<file path="config.mk">
export PLATFORM = sky130hd
export DESIGN_NAME = branch_fwd_ctrl
export DESIGN_NICKNAME = d
export VERILOG_FILES = /design/src/rtl/mips_pipe_pkg.sv /design/src/rtl/fwd_operand_mux.sv /design/src/rtl/branch_fwd_ctrl.sv
export SDC_FILE = /design/constraint.sdc
export NUM_CORES = 1
export LEC_CHECK = 0
export CAP_MARGIN = 20
export CORE_MARGIN = 2
export CORE_UTILIZATION = 35
export CTS_BUF_LIST = sky130_fd_sc_hd__clkbuf_16
export DETAILED_ROUTE_END_ITERATION = 6
export PLACE_DENSITY = 0.87
export SETUP_SLACK_MARGIN = 0.1
export SLEW_MARGIN = 20
export SYNTH_ARGS = -nofsm -noshare
export SYNTH_HDL_FRONTEND = slang
export SYNTH_HIERARCHICAL = 1
export SYNTH_SLANG_ARGS = --single-unit
</file>
<file path="constraint.sdc">
create_clock -name clk -period 4.1 [get_ports clk]
set_input_delay 1.025 -clock clk [delete_from_list [all_inputs] [get_ports clk]]
set_output_delay 1.025 -clock clk [all_outputs]
set_load 0.02 [all_outputs]
</file>
<file path="src/rtl/mips_pipe_pkg.sv">
// Shared encodings for the branch operand forwarding path:
// operand source selects and the stall-tracking FSM states.
package mips_pipe_pkg;

   typedef enum logic [1:0] {
      FWD_RF  = 2'b00,
      FWD_EX  = 2'b01,
      FWD_MEM = 2'b10
   } fwd_sel_e;

   typedef enum logic {
      ST_IDLE     = 1'b0,
      ST_STALLING = 1'b1
   } stall_state_e;

endpackage

</file>
<file path="src/rtl/fwd_operand_mux.sv">
// Resolves one branch source operand from the regfile, EX or MEM stage,
// and flags when the value is not yet available.
module fwd_operand_mux
   import mips_pipe_pkg::*;
#(
   parameter int DATA_W = 32,
   parameter int ADDR_W = 5
) (
   input  logic              branch,
   input  logic [ADDR_W-1:0] op_addr,
   input  logic [DATA_W-1:0] op_data,
   input  logic              ex_wr_en,
   input  logic              ex_is_load,
   input  logic [ADDR_W-1:0] ex_wr_addr,
   input  logic [DATA_W-1:0] ex_result,
   input  logic              mem_wr_en,
   input  logic              mem_ready,
   input  logic [ADDR_W-1:0] mem_wr_addr,
   input  logic [DATA_W-1:0] mem_wr_data,
   output logic [DATA_W-1:0] op_out,
   output logic [1:0]        fwd_sel,
   output logic              stall_req
);

   logic nonzero;
   logic ex_hit;
   logic mem_hit;

   assign nonzero = (op_addr != '0);
   assign ex_hit  = branch & ex_wr_en  & (ex_wr_addr  == op_addr) & nonzero;
   assign mem_hit = branch & mem_wr_en & (mem_wr_addr == op_addr) & nonzero;

   // A load in EX shadows any older MEM write to the same register.
   always_comb begin
      op_out    = op_data;
      fwd_sel   = FWD_RF;
      stall_req = 1'b0;
      if (ex_hit) begin
         if (ex_is_load) begin
            stall_req = 1'b1;
         end else begin
            op_out  = ex_result;
            fwd_sel = FWD_EX;
         end
      end else if (mem_hit) begin
         if (mem_ready) begin
            op_out  = mem_wr_data;
            fwd_sel = FWD_MEM;
         end else begin
            stall_req = 1'b1;
         end
      end
   end

endmodule

</file>
<file path="src/rtl/branch_fwd_ctrl.sv">
// Branch operand forwarding and stall control for the ID stage, with
// consecutive-stall watchdog and a saturating stall performance counter.
module branch_fwd_ctrl
   import mips_pipe_pkg::*;
#(
   parameter int DATA_W    = 32,
   parameter int ADDR_W    = 5,
   parameter int NUM_OPS   = 2,
   parameter int MAX_STALL = 3,
   parameter int CNT_W     = 16
) (
   input  logic                      clk,
   input  logic                      rst,
   input  logic                      branch,
   input  logic                      flush,
   input  logic [NUM_OPS*ADDR_W-1:0] op_addr,
   input  logic [NUM_OPS*DATA_W-1:0] op_data,
   input  logic                      ex_wr_en,
   input  logic                      ex_is_load,
   input  logic [ADDR_W-1:0]         ex_wr_addr,
   input  logic [DATA_W-1:0]         ex_result,
   input  logic                      mem_wr_en,
   input  logic                      mem_ready,
   input  logic [ADDR_W-1:0]         mem_wr_addr,
   input  logic [DATA_W-1:0]         mem_wr_data,
   output logic [NUM_OPS*DATA_W-1:0] op_out,
   output logic [NUM_OPS*2-1:0]      fwd_sel,
   output logic                      stall,
   output logic                      hazard_err,
   output logic [CNT_W-1:0]          stall_cnt
);

   localparam int CONS_W = $clog2(MAX_STALL + 1);
   localparam logic [CONS_W-1:0] CONS_MAX = CONS_W'(MAX_STALL);

   logic [NUM_OPS-1:0] stall_req;
   stall_state_e       state_q, state_d;
   logic [CONS_W-1:0]  consec_q, consec_d;
   logic [CNT_W-1:0]   cnt_q, cnt_d;
   logic               herr_q, herr_d;

   for (genvar g = 0; g < NUM_OPS; g++) begin : g_op
      fwd_operand_mux #(
         .DATA_W (DATA_W),
         .ADDR_W (ADDR_W)
      ) u_mux (
         .branch      (branch),
         .op_addr     (op_addr[g*ADDR_W +: ADDR_W]),
         .op_data     (op_data[g*DATA_W +: DATA_W]),
         .ex_wr_en    (ex_wr_en),
         .ex_is_load  (ex_is_load),
         .ex_wr_addr  (ex_wr_addr),
         .ex_result   (ex_result),
         .mem_wr_en   (mem_wr_en),
         .mem_ready   (mem_ready),
         .mem_wr_addr (mem_wr_addr),
         .mem_wr_data (mem_wr_data),
         .op_out      (op_out[g*DATA_W +: DATA_W]),
         .fwd_sel     (fwd_sel[g*2 +: 2]),
         .stall_req   (stall_req[g])
      );
   end

   // Flush and reset both veto the stall in the same cycle.
   assign stall = (|stall_req) & ~flush & ~rst;

   always_ff @(posedge clk or posedge rst) begin
      if (rst) begin
         state_q  <= ST_IDLE;
         consec_q <= '0;
         cnt_q    <= '0;
         herr_q   <= 1'b0;
      end else begin
         state_q  <= state_d;
         consec_q <= consec_d;
         cnt_q    <= cnt_d;
         herr_q   <= herr_d;
      end
   end

   // Entering STALLING always restarts the run at one, so a stall directly
   // after a flush or a clean cycle never inherits an old run length.
   always_comb begin
      state_d  = ST_IDLE;
      consec_d = '0;
      cnt_d    = cnt_q;
      herr_d   = herr_q;
      if (stall) begin
         state_d = ST_STALLING;
         if (state_q == ST_IDLE) begin
            consec_d = CONS_W'(1);
         end else if (consec_q == CONS_MAX) begin
            consec_d = consec_q;
         end else begin
            consec_d = consec_q + CONS_W'(1);
         end
         if (cnt_q != '1) begin
            cnt_d = cnt_q + CNT_W'(1);
         end
         if (consec_d == CONS_MAX) begin
            herr_d = 1'b1;
         end
      end
   end

   assign hazard_err = herr_q;
   assign stall_cnt  = cnt_q;

endmodule

</file>
# Yosys cells after proc, flatten, opt, wreduce, memory -nomap -nowiden
# Index checks and enable logic that the tools add are counted.
dict set report totals {
  out_inout_bits 86
  inputBits 156
  reg_bits 20
}
dict set report op_classes {
  n_reduce_logical 5
  n_addsub 2
  bitwise 14
  muxes 25
  n_eq_ne 7
}
# operator count
set ops {}
lappend ops {{2-to-1 mux 32 bit} 8}
lappend ops {{equality test 5 bit} 4}
lappend ops {{2-to-1 mux 2 bit} 9}
lappend ops {{adder 16 x 1 -> 16 bit (second input constant)} 1}
lappend ops {{inequality test 16 bit (second input constant)} 1}
lappend ops {{AND 1 bit} 12}
lappend ops {{nonzero test 5 bit} 2}
lappend ops {{2-to-1 mux 1 bit} 8}
lappend ops {{equality test 2 bit (second input constant)} 2}
lappend ops {{AND reduction 2 bit} 2}
lappend ops {{adder 2 x 1 -> 2 bit (second input constant)} 1}
lappend ops {{inverter 1 bit} 2}
lappend ops {{OR reduction 2 bit} 1}

# Depth between registers and ports, before layout
# Gate-level depths: netlist (run 1).
dict set report logic_depth {
  word_depth 11
  depth_mapped 11
  depth_no_buf 9
}

# Hierarchy
# The synthesis (run 1) kept the hierarchy.
# mod instances area_each_um2 seq_area_each_um2 cells_per_inst
set by_module_without_submodules {}
lappend by_module_without_submodules {fwd_operand_mux 2 1251.2 0.0 176}
lappend by_module_without_submodules {branch_fwd_ctrl 1 948.4 500.5 84}

# Worst setup path before layout (run 1)
# Ideal clock, no wire load.
dict set report synth_path {
  kind {input to output}
  start {in op_addr[7]}
  end {out stall}
  t_arrival_ns 2.957
  path_stages 9
  setup_slack_ns 0.118
  required_ns 3.075
  cell_sequence {or4_4 nor2_4 or3_1 buf_6 buf_2 o21ai_1 o21ai_0 clkbuf_1 inv_1}
}
dict set report synth_via {
  elab_chain_cells 8
}
# element line
set synth_rtl {}
lappend synth_rtl {{start, declared} branch_fwd_ctrl.sv:16} ;# input logic [NUM_OPS*ADDR_W-1:0] op_addr,
lappend synth_rtl {{equality test 5 bit} fwd_operand_mux.sv:31} ;# assign mem_hit = branch & mem_wr_en & (mem_wr_addr == op_addr) & nonzero;
lappend synth_rtl {{AND 1 bit (2 in series)} fwd_operand_mux.sv:31}
lappend synth_rtl {{2-to-1 mux 1 bit} fwd_operand_mux.sv:45} ;# end else if (mem_hit) begin
lappend synth_rtl {{2-to-1 mux 1 bit *} fwd_operand_mux.sv:38} ;# if (ex_hit) begin
lappend synth_rtl {{net stall_req[1]} branch_fwd_ctrl.sv:36} ;# logic [NUM_OPS-1:0] stall_req;
lappend synth_rtl {{OR reduction 2 bit *} branch_fwd_ctrl.sv:65} ;# assign stall = (|stall_req) & ~flush & ~rst;
lappend synth_rtl {{AND 1 bit * (2 in series)} branch_fwd_ctrl.sv:65}
lappend synth_rtl {{end, declared} branch_fwd_ctrl.sv:28} ;# output logic stall,
# Mark *: on every way through the listed nets, which the timed path passes. The rest lies on a longest branch.

# Worst setup path after layout (run 1)
dict set report layout_path {
  start {in op_addr[9]}
  end {out op_out[63]}
}
dict set report layout_via {
  elab_chain_cells 5
}
# element line
set layout_rtl {}
lappend layout_rtl {{equality test 5 bit} fwd_operand_mux.sv:31}
lappend layout_rtl {{AND 1 bit (2 in series)} fwd_operand_mux.sv:31}
lappend layout_rtl {{2-to-1 mux 32 bit} fwd_operand_mux.sv:45}
lappend layout_rtl {{2-to-1 mux 32 bit *} fwd_operand_mux.sv:38}
lappend layout_rtl {{end, declared} branch_fwd_ctrl.sv:26} ;# output logic [NUM_OPS*DATA_W-1:0] op_out,
# Mark *: on every way between the ends. The rest lies on a longest branch, timed or not.

==> flow_summary.toml, run 1 <==
[outcome]
status = "complete, no violations"

[drt]
vias = 4740
wl_per_cell_um = 21.7
vias_per_cell = 5.65
drc = 0
drtIter0Drc = 198
firstDrtPassIters = 4
finalWirelength_um = 18200
ant_nets = 0

[logic_synthesis]
yosysUniqueCellTypes = 44
synth-edff-count = 0
syn_nets = 593
async_flop_share_pct = 100
synth_area_leader_cell = "a211oi_2"
yosys_warnings = 6
synth-main-ff-cell = "dfrtp_1"
avgSynthCellArea_sq_um = 7.91
netlist_instances = 436
syn_area_sq_um = 3450
synthTopCellsByArea = "a211oi_2 22%, a211oi_1 15%, dfrtp_1 15%, nor2_1 7.8%, inv_1 7.5%"
ys_seq_elements = 20
yosysSeqAreaShare_pct = 14.5
netlist.area_leader.share_pct = 21.8

[die]
start_util_pct = 35.6
dieArea_sq_um = 10700
rows = 36
io_pins = 242
design.core.area_sq_um = 9680
fp.dieH_um = 103
die_w_um = 103

[global_route]
grt-ovfl-total = 0
antenna_found_initial = 0
grt_usage_pct = 31.4
grt_pass1_vias = 4801
grt_max_degree = 21
grt_pass1_wl_um = 25600

[placed_design]
io_buffers = 241
hpwlAfterDp_um = 11200
gp_congestion = 0.868
place_inst = 806

[run]
drv_cap = 0

[power_and_ir_drop]
power.density_nw_per_um2 = 128
ir_drop_uv = 140
total_power_uw = 900
leakage_nw = 3.06

[timing]
finalCritPeriodShare_pct = 96.8
clock.fmax_mhz = 252
slew_violations = 0
slew_headroom_pct = 48.1
setup_viol = 0
skew_ns = 0.00397
rsz0062_at_grt = "true"
worstMarginPinSlew_ns = 0.777
min_period_ns = 3.97
hold_violations = 0

[worst_setup_path]
critPathKind = "input pin to output port"
worst_setup_path_start_kind = "input pin"
critPathArrivalTime_ns = 2.94
worst_r2r_path_depth = 5
worstSetupStartpoint = "op_addr[9]"
crit_path_end_kind = "output port"
required_ns = 3.07
r2r_setup_slack_ns = 2.12
worstPathMaxFanout = 8
r2r_start = "stall_cnt[0]"
timing.rr.end = "stall_cnt[1]"
setup.worst_path.end = "op_out[63]"

[min_path]
hold_class = "flip-flop to flip-flop"

[finish]
area_growth_pct = 104
nFillCells = 670
nNetsFinal = 864
layout_commonest_cell = "clkdlybuf4s50_1"
drive_gt1_share_pct = 42.5
final_cells = 839
diodes = 0
final_cell_mix = "151 x clkdlybuf4s50_1, 112 x a211oi_2, 69 x inv_1"

[cts]
clk_latency_ns = 0.25
path_clk_slew_ns = 0.05
root_buffer = "clkbuf_16"
clock_sink_count = 20
h-tree-depth = 1
hold_buffers = 0
clk_path_buf_depth = 2
cts_tree = "yes"
cts-buffers-inserted = 3
## metal layers
metal | track usage (%) | vias up | part of all wire (%)
met2 | 54.8 | 283 | 50
met1 | 36.9 | 2292 | 39
met4 | 14.0 | 0 | 3.4
li1 | - | 2104 | -
met5 | 0 | - | 0
met3 | 6.85 | 61 | 8.1
## report_power, final
group,internal [mW],total [mW],switching (mW)
registers,0.201,0.207,0.00577
clock network,0.130,0.205,0.0746
logic,0.269,0.488,0.220
total,0.600,0.900,0.300
## how the worst min path moves through the flow
| stage | to | start | depth (start not counted) |
|---|---|---|---|
| 2_1_floorplan | consec_q[0] | consec_q[0] | 1 |
| 3_3_place_gp | consec_q[0] | consec_q[0] | 1 |
| 3_5_place_dp | hazard_err | hazard_err | 1 |
| 4_1_cts | hazard_err | hazard_err | 1 |
| 5_1_grt | hazard_err | hazard_err | 1 |
| 6_report | consec_q[0] | consec_q[0] | 1 |
## timing repair
action / 4_1_cts / 5_1_grt
resized for setup: 450 / 59
endpoints found under the setup margin: 69 / 63
endpoints found under the hold margin: 0 / 0
pin swaps: 51 / 30
setup buffers: 11 / 3
cloned: 11 / 4
## cell families after synthesis
logic type               count (synthesis)  share of synthesized area, %
AND/OR/NAND/NOR                        138                          21.2
AO/OA/AOI/OAI                          136                          38.0
buffers and inverters                  108                          17.3
XOR/XNOR                                31                          7.87
flip-flops                              20                          14.5
multiplexers                             2                         0.761
adder cells (fa/ha/maj)                  1                         0.363
## registers in the layout, indices dropped and copies added, names as in the netlist
name,count
consec_q,2
hazard_err,1
stall_cnt,16
state_q,1
## area by class of cell
cell class | count | area (sq um) | share of cell area [%]
timing repair buffer | 297 | 2980 | 42.4
multi-input combinational | 311 | 2970 | 42.2
sequential | 20 | 500 | 7.12
inverter | 71 | 290 | 4.13
tap | 133 | 166 | 2.37
clock buffer | 3 | 75.1 | 1.07
timing repair inverter | 3 | 43.8 | 0.623
clock inverter | 1 | 3.75 | 0.0534
## cell usage after synthesis, types with 3 or more instances
master    count
and2_1        3
o21ai_0       3
nand4b_1      3
a211oi_2     60
nand3_1       9
dfrtp_1      20
xnor2_1      18
buf_2        20
inv_1        69
nor2_1       72
buf_6         4
xor2_1       13
buf_12        6
nand2_1       8
nor3_1        7
a211oi_1     68
nand2b_1      4
nor4_1        4
nand4_1       6
clkbuf_1      3
## worst max-delay path: stages
cell           delay (ns)
dlygate4sd2_1        0.27
or4_4                0.51
nor2_4               0.15
or3_4                0.18
buf_4                0.15
buf_12               0.14
a211oi_2             0.08
a211oi_2             0.24
buf_4                0.19
## through the flow
step           setup TNS (ns)  hold WS [ns]  area, sq um  setup WS (ns)  util (%)
2_1_floorplan               0         0.443         3450          0.118         -
3_3_place_gp           -40.53         0.459         6060         -0.705      62.6
3_5_place_dp           -44.42         0.472         6060         -0.749      62.6
4_1_cts                     0         0.489         6720         0.0913      69.3
5_1_grt                     0         0.499         7030         0.0830      72.6
6_report                    0         0.494         7030          0.131      72.6
Power figures use the tool's default switching activity.
==> run 2, diff against run 1 <==
DONT_BUFFER_PORTS = 1   (was default)
PLACE_DENSITY = 0.56   (was 0.87)
==> run 2 against run 1 <==
Net effect:
- sequential power is 3% higher
- total power down 32%
- clock-buffer cell count unchanged
- clock skew decreased by 0.0024 ns
- worst hold slack got worse by 0.028 ns
- combinational power decreased by 58%
- global-route usage is 12 points lower
- non-clock buffer count down 270
- die area unchanged
- design area is 49% lower
==> flow_summary.toml, run 2 (synthesis results as in run 1) <==
[outcome]
status = "complete, no violations"

[timing]
skew_ns = 0.00154
hold_violations = 0
min_period_ns = 3.86
finalCritPeriodShare_pct = 94.1
slew_headroom_pct = 48.6
worstMarginPinSlew_ns = 0.770
fin_hold_ws_ns = 0.465
setup_viol = 0
rsz0062_at_grt = "false"
slew_violations = 0
setup_tns_ns = 0
clock.fmax_mhz = 259

[global_route]
grt_pass1_wl_um = 16600
grt_usage_pct = 19.8
grt_max_degree = 34
grt-ovfl-total = 0
grt_pass1_vias = 3171
antenna_found_initial = 0

[die]
fp.dieH_um = 103
io_pins = 242
start_util_pct = 35.6
rows = 36
die_w_um = 103
dieArea_sq_um = 10700
design.core.area_sq_um = 9680

[power_and_ir_drop]
ir_drop_uv = 210
leakage_nw = 1.55
power.density_nw_per_um2 = 169

[worst_setup_path]
required_ns = 3.07
crit_family = "simple AND/OR/NAND/NOR gates"
timing.rr.end = "stall_cnt[1]"
crit_chain = "or4_4 -> nor2_4 -> or3_1 -> buf_4 -> a211oi_1 -> a211oi_2"
crit_path_end_kind = "output port"
critPathArrivalTime_ns = 2.83
worstPathMaxFanout = 21
critPathKind = "input pin to output port"
crit_buf_inv = 1
r2r_start = "stall_cnt[0]"
slowest_delay_ns = 0.53
critical_path.slowest_cell = "or4_4"
r2r_setup_slack_ns = 2.02
worst_setup_path_start_kind = "input pin"
worst_r2r_path_depth = 5

[drt]
drc = 0
vias_per_cell = 5.94
firstDrtPassIters = 4
ant_nets = 0
drtIter0Drc = 76
vias = 3338
finalWirelength_um = 11900
wl_per_cell_um = 21.1

[min_path]
hold_class = "flip-flop to flip-flop"
hold_end = "consec_q[0]"
min-delay-start = "consec_q[0]"
holdPathStages = 1

[finish]
final_cell_mix = "72 x nor2_1, 69 x inv_1, 68 x a211oi_1"
final_cell_area_sq_um = 3620
layout_commonest_cell = "nor2_1"
nFillCells = 1046
drive_gt1_share_pct = 24.9
diodes = 0
area_growth_pct = 4.79
largest_register_ffs = 16
nNetsFinal = 588

[placed_design]
io_buffers = 0
placedInstanceArea_sq_um = 3540
gp_congestion = 0.858
hpwlAfterDp_um = 9370

[cts]
cts_resized = 0
cts-buffers-inserted = 3
root_buffer = "clkbuf_16"
cts_setup_buffers = 0
clk_path_buf_depth = 2
clock_sink_count = 20
h-tree-depth = 1
clk_latency_ns = 0.25
path_clk_slew_ns = 0.05
cts_tree = "yes"
hold_buffers = 0

[run]
drv_cap = 0
==> run 2: how the worst max path moves through the flow <==
stage / startpoint / end / slack [ns] / cells after the start
5_1_grt: op_addr[4] / op_out[22] / 0.13 / 6
6_report: op_addr[7] / op_out[42] / 0.24 / 6
3_5_place_dp: op_addr[4] / op_out[22] / 0.25 / 6
3_3_place_gp: op_addr[7] / op_out[48] / 0.28 / 6
2_1_floorplan: op_addr[7] / stall / 0.12 / 9
4_1_cts: op_addr[4] / op_out[22] / 0.25 / 6
==> run 2: layout make-up <==
cell class / instances / area [sq um] / area share [%]
Inverter: 71 / 277 / 7.65
Timing Repair Buffer: 27 / 228 / 6.30
Multi-Input combinational cell: 308 / 2370 / 65.5
Tap cell: 133 / 166 / 4.60
Clock buffer: 3 / 75.1 / 2.08
Sequential cell: 20 / 500 / 13.8
==> run 2: power by group <==
group	switching, mW	total, mW	leakage, nW	internal (mW)
sequential	0.0111	0.213	0.279	0.202
combinational	0.128	0.205	1.24	0.0768
clock	0.0655	0.194	0.0370	0.128
total	0.204	0.611	1.55	0.407
==> run 2: per-stage QoR <==
stage               std cells  power [mW]  setup WS (ns)  util (%)
CTS                       562       0.617          0.251      37.3
finish                    562       0.611          0.243      37.3
global route              562       0.643          0.132      37.3
detailed placement        559       0.421          0.250      36.6
floorplan                 436       0.387          0.118         -
global placement          559       0.417          0.277      36.6
==> run 2: routing by layer <==
layer	vias up	GRT usage (%)	part of all wire [%]
met4	0	3.95	1.2
met3	15	5.71	9.9
li1	1545	-	-
met5	-	0	0
met1	1620	20.8	36
met2	158	39.0	53
==> run 3, diff against run 2 <==
PLACE_DENSITY = 0.51   (was 0.56)
==> run 3 against run 2 <==
Net effect:
- design area grew 1.0%
- global-route usage fell by 1.3 points
- register-to-register slack worse by 0.03 ns
- setup slack better by 0.0051 ns
- total power increased by 1.1%
- fmax up 0.13%
- worst hold slack improved by 0.0089 ns
- clock power up 3%
- sequential share of layout area down 0.14 points
- combinational power barely moved
- core utilization rose by 0.39 points
- sequential power about the same
- largest cell class unchanged
- highest routed layer unchanged
==> flow_summary.toml, run 3 (synthesis results as in run 1) <==
[outcome]
status = "complete, no violations"

[timing]
min_period_ns = 3.85
clock.fmax_mhz = 260
rsz0062_at_grt = "false"
setup_tns_ns = 0
hold_violations = 0
finalCritPeriodShare_pct = 94.0
slew_headroom_pct = 50.3
fin_hold_ws_ns = 0.474
skew_ns = 0.00215
worstMarginPinSlew_ns = 0.745
setup_viol = 0
slew_violations = 0

[drt]
firstDrtPassIters = 4
drtIter0Drc = 72
vias = 3305
drc = 0
finalWirelength_um = 11200
ant_nets = 0
wl_per_cell_um = 19.8
vias_per_cell = 5.83

[cts]
clk_path_buf_depth = 2
cts_setup_buffers = 0
h-tree-depth = 1
clock_sink_count = 20
path_clk_slew_ns = 0.05
cts-buffers-inserted = 3
root_buffer = "clkbuf_16"
cts_tree = "yes"
cts_resized = 0
clk_latency_ns = 0.25
hold_buffers = 0

[worst_setup_path]
required_ns = 3.07
crit_path_end_kind = "output port"
worst_setup_path_start_kind = "input pin"
crit_chain = "xnor2_1 -> nand4_1 -> or4_1 -> inv_6 -> a211oi_1 -> a211oi_2"
slowest_delay_ns = 0.60
critPathArrivalTime_ns = 2.83
critPathKind = "input pin to output port"
crit_buf_inv = 1
critical_path.slowest_cell = "or4_1"
worstPathMaxFanout = 33
crit_family = "simple AND/OR/NAND/NOR gates"

[global_route]
grt_usage_pct = 18.5
grt_max_degree = 34
grt_pass1_vias = 2938
antenna_found_initial = 0
grt_pass1_wl_um = 15700
grt-ovfl-total = 0

[finish]
nFillCells = 1040
layout_commonest_cell = "nor2_1"
area_growth_pct = 5.87
regArea_sq_um = 500
nNetsFinal = 593
multiInputGateArea_sq_um = 2370
diodes = 0
largest_register_ffs = 16
final_cell_mix = "72 x nor2_1, 69 x inv_1, 68 x a211oi_1"
drive_gt1_share_pct = 25.8

[die]
dieArea_sq_um = 10700
fp.dieH_um = 103
die_w_um = 103
start_util_pct = 35.6
design.core.area_sq_um = 9680
rows = 36
io_pins = 242

[power_and_ir_drop]
total_power_uw = 618
ir_drop_uv = 272
leakage_nw = 1.58
power.density_nw_per_um2 = 169

[placed_design]
gp_congestion = 0.864
hpwlAfterDp_um = 9030
io_buffers = 0

[min_path]
hold_class = "flip-flop to flip-flop"

[run]
drv_cap = 0
[run 3: cell count changes in the layout (fill, tap and decap cells not counted), sizes merged]
cell,before,now
buf,27,32
[run 3: path summary, 6_finish.rpt]
check / start / to / slack [ns] / cells after the start
max in group asynchronous: rst / stall_cnt[9] / 2.84 / 1
min in group asynchronous: rst / stall_cnt[3] / 0.79 / 1
setup / recovery: op_addr[3] / op_out[1] / 0.25 / 6
setup reg to reg: stall_cnt[0] / stall_cnt[1] / 1.99 / 5
hold reg to reg: consec_q[0] / consec_q[0] / 0.47 / 1
hold / removal: consec_q[0] / consec_q[0] / 0.47 / 1
[run 3: metal layers]
layer  track usage [%]  wire length (um)  up-vias
met5                 0                 0        -
met4              5.26               191        0
met1              21.5              4260     1583
met2              33.8              5830      148
li1                  -                 -     1559
met3              4.37               967       15
[run 3: through the flow]
step / cells / util [%] / setup slack (ns) / cell area (sq um)
after floorplan: 436 / - / 0.118 / 3450
after global placement: 564 / 37.0 / 0.296 / 3580
after detailed placement: 564 / 37.0 / 0.257 / 3580
after CTS: 567 / 37.7 / 0.258 / 3650
after global routing: 567 / 37.7 / 0.183 / 3650
final: 567 / 37.7 / 0.248 / 3650
[run 3: layout make-up]
cell class / instances / share of cell area [%]
Clock buffer: 3 / 2.05
Timing Repair Buffer: 32 / 7.26
Sequential cell: 20 / 13.7
Tap cell: 133 / 4.55
Multi-Input combinational cell: 308 / 64.9
Inverter: 71 / 7.57
[run 3: power breakdown]
group | internal [mW] | switching [mW] | total [mW]
registers | 0.201 | 0.0112 | 0.213
clock network | 0.129 | 0.0703 | 0.199
logic | 0.0792 | 0.127 | 0.207
